## src/rtl/wb_bus_arbiter.sv

```systemverilog
// wb_bus_arbiter: shares one Wishbone slave port between the instruction-fetch
// master (port 0) and the memory-stage master (port 1).
//   - Grant is held until the owning master drops cyc (no preemption).
//   - Ties go to port 1 (ROUND_ROBIN=0) or to the port not granted last (ROUND_ROBIN=1).
//   - Watchdog returns err to the owner when the slave leaves stb unanswered.
// Ports:
//   clk_i, rst_i          clock, synchronous active-high reset
//   m0_*/m1_*             master request inputs (cyc,stb,we,sel,addr,dat) and
//                         return outputs (dat,ack,err)
//   s_*                   slave request outputs and slave dat/ack/err inputs
//   grant_o               one-hot owner {m1,m0}, 00 when idle
module wb_bus_arbiter #(
  parameter int unsigned ROUND_ROBIN = 0,
  parameter int unsigned TIMEOUT     = 255,
  parameter int unsigned TO_W        = 8
) (
  input  logic        clk_i,
  input  logic        rst_i,
  input  logic        m0_cyc_i,
  input  logic        m0_stb_i,
  input  logic        m0_we_i,
  input  logic [3:0]  m0_sel_i,
  input  logic [31:0] m0_addr_i,
  input  logic [31:0] m0_dat_i,
  output logic [31:0] m0_dat_o,
  output logic        m0_ack_o,
  output logic        m0_err_o,
  input  logic        m1_cyc_i,
  input  logic        m1_stb_i,
  input  logic        m1_we_i,
  input  logic [3:0]  m1_sel_i,
  input  logic [31:0] m1_addr_i,
  input  logic [31:0] m1_dat_i,
  output logic [31:0] m1_dat_o,
  output logic        m1_ack_o,
  output logic        m1_err_o,
  output logic        s_cyc_o,
  output logic        s_stb_o,
  output logic        s_we_o,
  output logic [3:0]  s_sel_o,
  output logic [31:0] s_addr_o,
  output logic [31:0] s_dat_o,
  input  logic [31:0] s_dat_i,
  input  logic        s_ack_i,
  input  logic        s_err_i,
  output logic [1:0]  grant_o
);

  // Last count value before the watchdog fires; unused when TIMEOUT is 0.
  localparam logic [TO_W-1:0] TO_LAST = TO_W'((TIMEOUT == 0) ? 0 : TIMEOUT - 1);

  typedef enum logic [1:0] {
    IDLE = 2'd0,
    OWN0 = 2'd1,
    OWN1 = 2'd2
  } state_t;

  state_t          state;
  state_t          state_next;
  logic            last_grant;   // 0: port 0 granted last, 1: port 1
  logic [TO_W-1:0] wd_cnt;
  logic [TO_W-1:0] wd_cnt_next;
  logic            wd_fire;
  logic            own0;
  logic            own1;

  // Pick an owner from the current requests; used from IDLE and on release.
  function automatic state_t arbitrate(input logic c0, input logic c1, input logic last);
    state_t pick;
    pick = IDLE;
    if (c0 && c1) begin
      if (ROUND_ROBIN == 0) pick = OWN1;
      else                  pick = last ? OWN0 : OWN1;
    end else if (c1) begin
      pick = OWN1;
    end else if (c0) begin
      pick = OWN0;
    end
    return pick;
  endfunction

  // State register.
  always_ff @(posedge clk_i) begin
    if (rst_i) state <= IDLE;
    else       state <= state_next;
  end

  // Next-state: hold while the owner keeps cyc, otherwise re-arbitrate in the same cycle.
  always_comb begin
    state_next = state;
    case (state)
      IDLE:    state_next = arbitrate(m0_cyc_i, m1_cyc_i, last_grant);
      OWN0:    if (!m0_cyc_i) state_next = arbitrate(m0_cyc_i, m1_cyc_i, last_grant);
      OWN1:    if (!m1_cyc_i) state_next = arbitrate(m0_cyc_i, m1_cyc_i, last_grant);
      default: state_next = IDLE;
    endcase
  end

  // Outputs: slave mux, grant decode, return-path gating.
  always_comb begin
    own0     = (state == OWN0);
    own1     = (state == OWN1);
    grant_o  = {own1, own0};
    s_cyc_o  = 1'b0;
    s_stb_o  = 1'b0;
    s_we_o   = 1'b0;
    s_sel_o  = 4'h0;
    s_addr_o = 32'h0;
    s_dat_o  = 32'h0;
    if (own0) begin
      s_cyc_o  = m0_cyc_i;
      s_stb_o  = m0_stb_i;
      s_we_o   = m0_we_i;
      s_sel_o  = m0_sel_i;
      s_addr_o = m0_addr_i;
      s_dat_o  = m0_dat_i;
    end else if (own1) begin
      s_cyc_o  = m1_cyc_i;
      s_stb_o  = m1_stb_i;
      s_we_o   = m1_we_i;
      s_sel_o  = m1_sel_i;
      s_addr_o = m1_addr_i;
      s_dat_o  = m1_dat_i;
    end
    m0_dat_o = s_dat_i;
    m1_dat_o = s_dat_i;
    // Responses in a reset cycle are dropped along with the transfer.
    m0_ack_o = own0 && !rst_i && s_ack_i;
    m1_ack_o = own1 && !rst_i && s_ack_i;
    m0_err_o = own0 && !rst_i && (s_err_i || wd_fire);
    m1_err_o = own1 && !rst_i && (s_err_i || wd_fire);
  end

  // Watchdog: fire on the TIMEOUT-th unanswered strobe cycle; a same-cycle ack wins.
  always_comb begin
    wd_fire     = (TIMEOUT != 0) && s_stb_o && !s_ack_i && !s_err_i && (wd_cnt == TO_LAST);
    wd_cnt_next = wd_cnt + TO_W'(1);
    if (!s_stb_o || s_ack_i || s_err_i || wd_fire || (state_next != state) || (TIMEOUT == 0))
      wd_cnt_next = '0;
  end

  // Last-grant and watchdog registers.
  always_ff @(posedge clk_i) begin
    if (rst_i) begin
      last_grant <= 1'b0;
      wd_cnt     <= '0;
    end else begin
      wd_cnt <= wd_cnt_next;
      if (state_next == OWN0 && state != OWN0) last_grant <= 1'b0;
      if (state_next == OWN1 && state != OWN1) last_grant <= 1'b1;
    end
  end

endmodule

```

## config.mk

```make
export PLATFORM = sky130hd
export DESIGN_NAME = wb_bus_arbiter
export DESIGN_NICKNAME = d
export VERILOG_FILES = /design/src/rtl/wb_bus_arbiter.sv
export SDC_FILE = /design/constraint.sdc
export NUM_CORES = 1
export LEC_CHECK = 0
export ABC_AREA = 1
export CORE_AREA = 3 3 123 125
export DETAILED_ROUTE_END_ITERATION = 10
export DIE_AREA = 0 0 126 128
export DONT_BUFFER_PORTS = 1
export SETUP_SLACK_MARGIN = 0.3
export SKIP_CTS_REPAIR_TIMING = 1
export SLEW_MARGIN = 20
export SYNTH_ARGS = -nofsm -noshare
export SYNTH_HDL_FRONTEND = slang
export SYNTH_SLANG_ARGS = --single-unit
```

## constraint.sdc

```tcl
create_clock -name clk_i -period 1.53 [get_ports clk_i]
set_input_delay 0.3825 -clock clk_i [delete_from_list [all_inputs] [get_ports clk_i]]
set_output_delay 0.3825 -clock clk_i [all_outputs]
set_load 0.02 [all_outputs]
```

==> key figures <==
Timing
  • Final Max Tran Viols: 0
  • Clock skew: 3.59 ps
  • Final hold slack: 206 ps
  • Shortest period the worst path allows: 1810 ps
  • Worst-margin pin slew: 357 ps
  • Maximum clock rate: 554 MHz
  • Share of the clock period used by the worst path: 118%
  • Fin. Hold Viols: 0
  • Setup WS post-layout: -275 ps
  • Slew HR: 76.1%
  • Setup violations, final: 76
  • RSZ-0062 raised after global routing: true

Flow run
  • Max Cap Violations: 0

Floorplan
  • Total die area: 0.0161 sq mm
  • Die extent in y: 128 um
  • Num ports: 319
  • Row count: 43
  • Starting Density: 12.2%
  • Core Box Area: 0.0140 sq mm
  • Die X: 126 um

CTS
  • CTS tree: built
  • Clock Sinks: 10
  • Num CTS Buffers: 3
  • H-tree lvl count: 1
  • Worst skew pair latency: 240 ps
  • Worst-path clk slew: 40 ps
  • Longest Clk Path Bufs: 2
  • CTS root buf: clkbuf_16

Synth
  • Synth Area per Inst: 7.46 sq um
  • Netlist cell types: 21
  • Yosys top cell by area: a22o_1
  • Seq cells post-synth: 10
  • Post-synthesis cell count: 229
  • Sequential-to-total area share from yosys stat: 11.7%
  • Yosys Warn Count: 0
  • Top cell type's share of synthesized area: 35.4%
  • Synthesized area: 0.00171 sq mm
  • Largest cells by area after synthesis: a22o_1 (35%), buf_4 (29%), dfxtp_1 (12%), nand2_1 (4.2%), nor2_1 (3.5%)
  • Syn_nets: 409

Power
  • Power Density: 559 mW/mm^2
  • Worst vdd ir: 0.640 mV
  • Leakage power: 1.31 nW
  • Total power: 1.65 mW

Placement
  • DPL Wire Length: 7840 um
  • GPL Wtd Cong: 0.801
  • Pre-CTS WS: -53.8 ps
  • Post-place instance area: 0.00220 sq mm
  • Port bufs: 0

Layout
  • Fill count: 1525
  • Number of diodes: 0
  • Nets@finish: 394
  • Most frequent cells in the layout: a22o_4 (67), buf_4 (28), buf_6 (15)
  • Utilization after layout: 21.1%
  • Synthesis-to-finish area growth: 73.2%
  • Layout cells sized above 1: 77.5%
  • Design area: 0.00296 sq mm
  • Commonest non-fill, non-tap cell in the layout: a22o_4

Global routing
  • First-pass GRT wire length: 11300 um
  • Initial antenna violation count: 0
  • Overflow after GRT: 0
  • Largest net degree at the start of global routing: 30
  • Total Routing Usage GR: 9.40%
  • Number of global-route vias before repair: 1556

Run status
  • Failing checks: setup timing
  • Outcome: finished with violations

Critical path
  • Critical path data arrival time: 1420 ps
  • Critical Path RT: 1150 ps
  • Setup Crit Path Kind: reg2out
  • Startpoint Class: register
  • Crit. End Element: output port
  • Critical path peak fanout: 7

Drt
  • DRC viols: 0
  • Via-to-Cell Ratio: 4.23
  • Initial DRC count: 47
  • Vias: 1664
  • WL final: 9770 um
  • Routed WL per cell: 24.9 um
  • ANT nets after route: 0
  • Detailed Routing Iterations Pass 1: 4

Hold path
  • HP Class: in2reg
[state kept, by name, summed over array words and instances, names as in the netlist]
signal and flops:
state 2, wd_cnt 8
[power by group]
group / switching (mW) / internal, mW
clock: 0.117 / 0.349
sequential: 0.00751 / 0.265
combinational: 0.469 / 0.448
[critical path, stage by stage (launching register included)]
cell,delay (ps)
dfxtp_4,360
inv_4,80
nor2_4,40
buf_6,120
buf_12,120
clkbuf_16,160
a22o_4,290
[cell type report]
cell class                      count  area, sq um  area share, %
Multi-Input combinational cell    129         1660           56.2
Sequential cell                    10          209           7.06
Tap cell                          180          225           7.61
Clock buffer                        4         78.8           2.66
Timing Repair Buffer               60          739           25.0
Inverter                           10         42.5           1.44
[Yosys cell counts, drive strengths merged]
library cell,n
buf,73
o21ai,1
nand4,4
nor3b,1
ha,2
clkbuf,7
inv,10
nor2,18
nand3,7
dfxtp,10
xnor2,2
a21oi,3
xor2,3
nand2,19
a22o,69
[cell families after synthesis]
logic type,count (synthesis),share of synthesized area [%]
xor gates and xnor gates,5,2.56
buffers and inverters,90,34.7
DFF,10,11.7
AOI/OAI and AO/OA,73,36.6
and+or+nand+nor,49,13.0
adders and majority gates,2,1.46
[per-layer routing]
| metal | vias to the layer above | share of wire (%) | GRT usage (%) |
|---|---|---|---|
| li1 | 737 | - | - |
| met3 | 15 | 11 | 4.21 |
| met2 | 138 | 52 | 16.6 |
| met4 | 0 | 0.74 | 1.26 |
| met5 | - | 0 | 0 |
| met1 | 774 | 35 | 10.7 |
[worst paths after layout]
kind / start / endpoint / slack, ps / cells after the start
max: state[0] / s_addr_o[14] / -280 / 6
min: rst_i / state[1] / 210 / 1
max reg2reg: state[0] / wd_cnt[1] / 30 / 9
min reg2reg: wd_cnt[0] / wd_cnt[0] / 500 / 2
[per-stage QoR]
stage                     instances  TNS [ps]
final                           393    -17330
after global placement          359      -270
after CTS                       363    -17370
after detailed placement        359     -1240
after floorplan                 229         0
after global routing            393    -20690
Note: power is estimated with default switching activity, not from simulation.
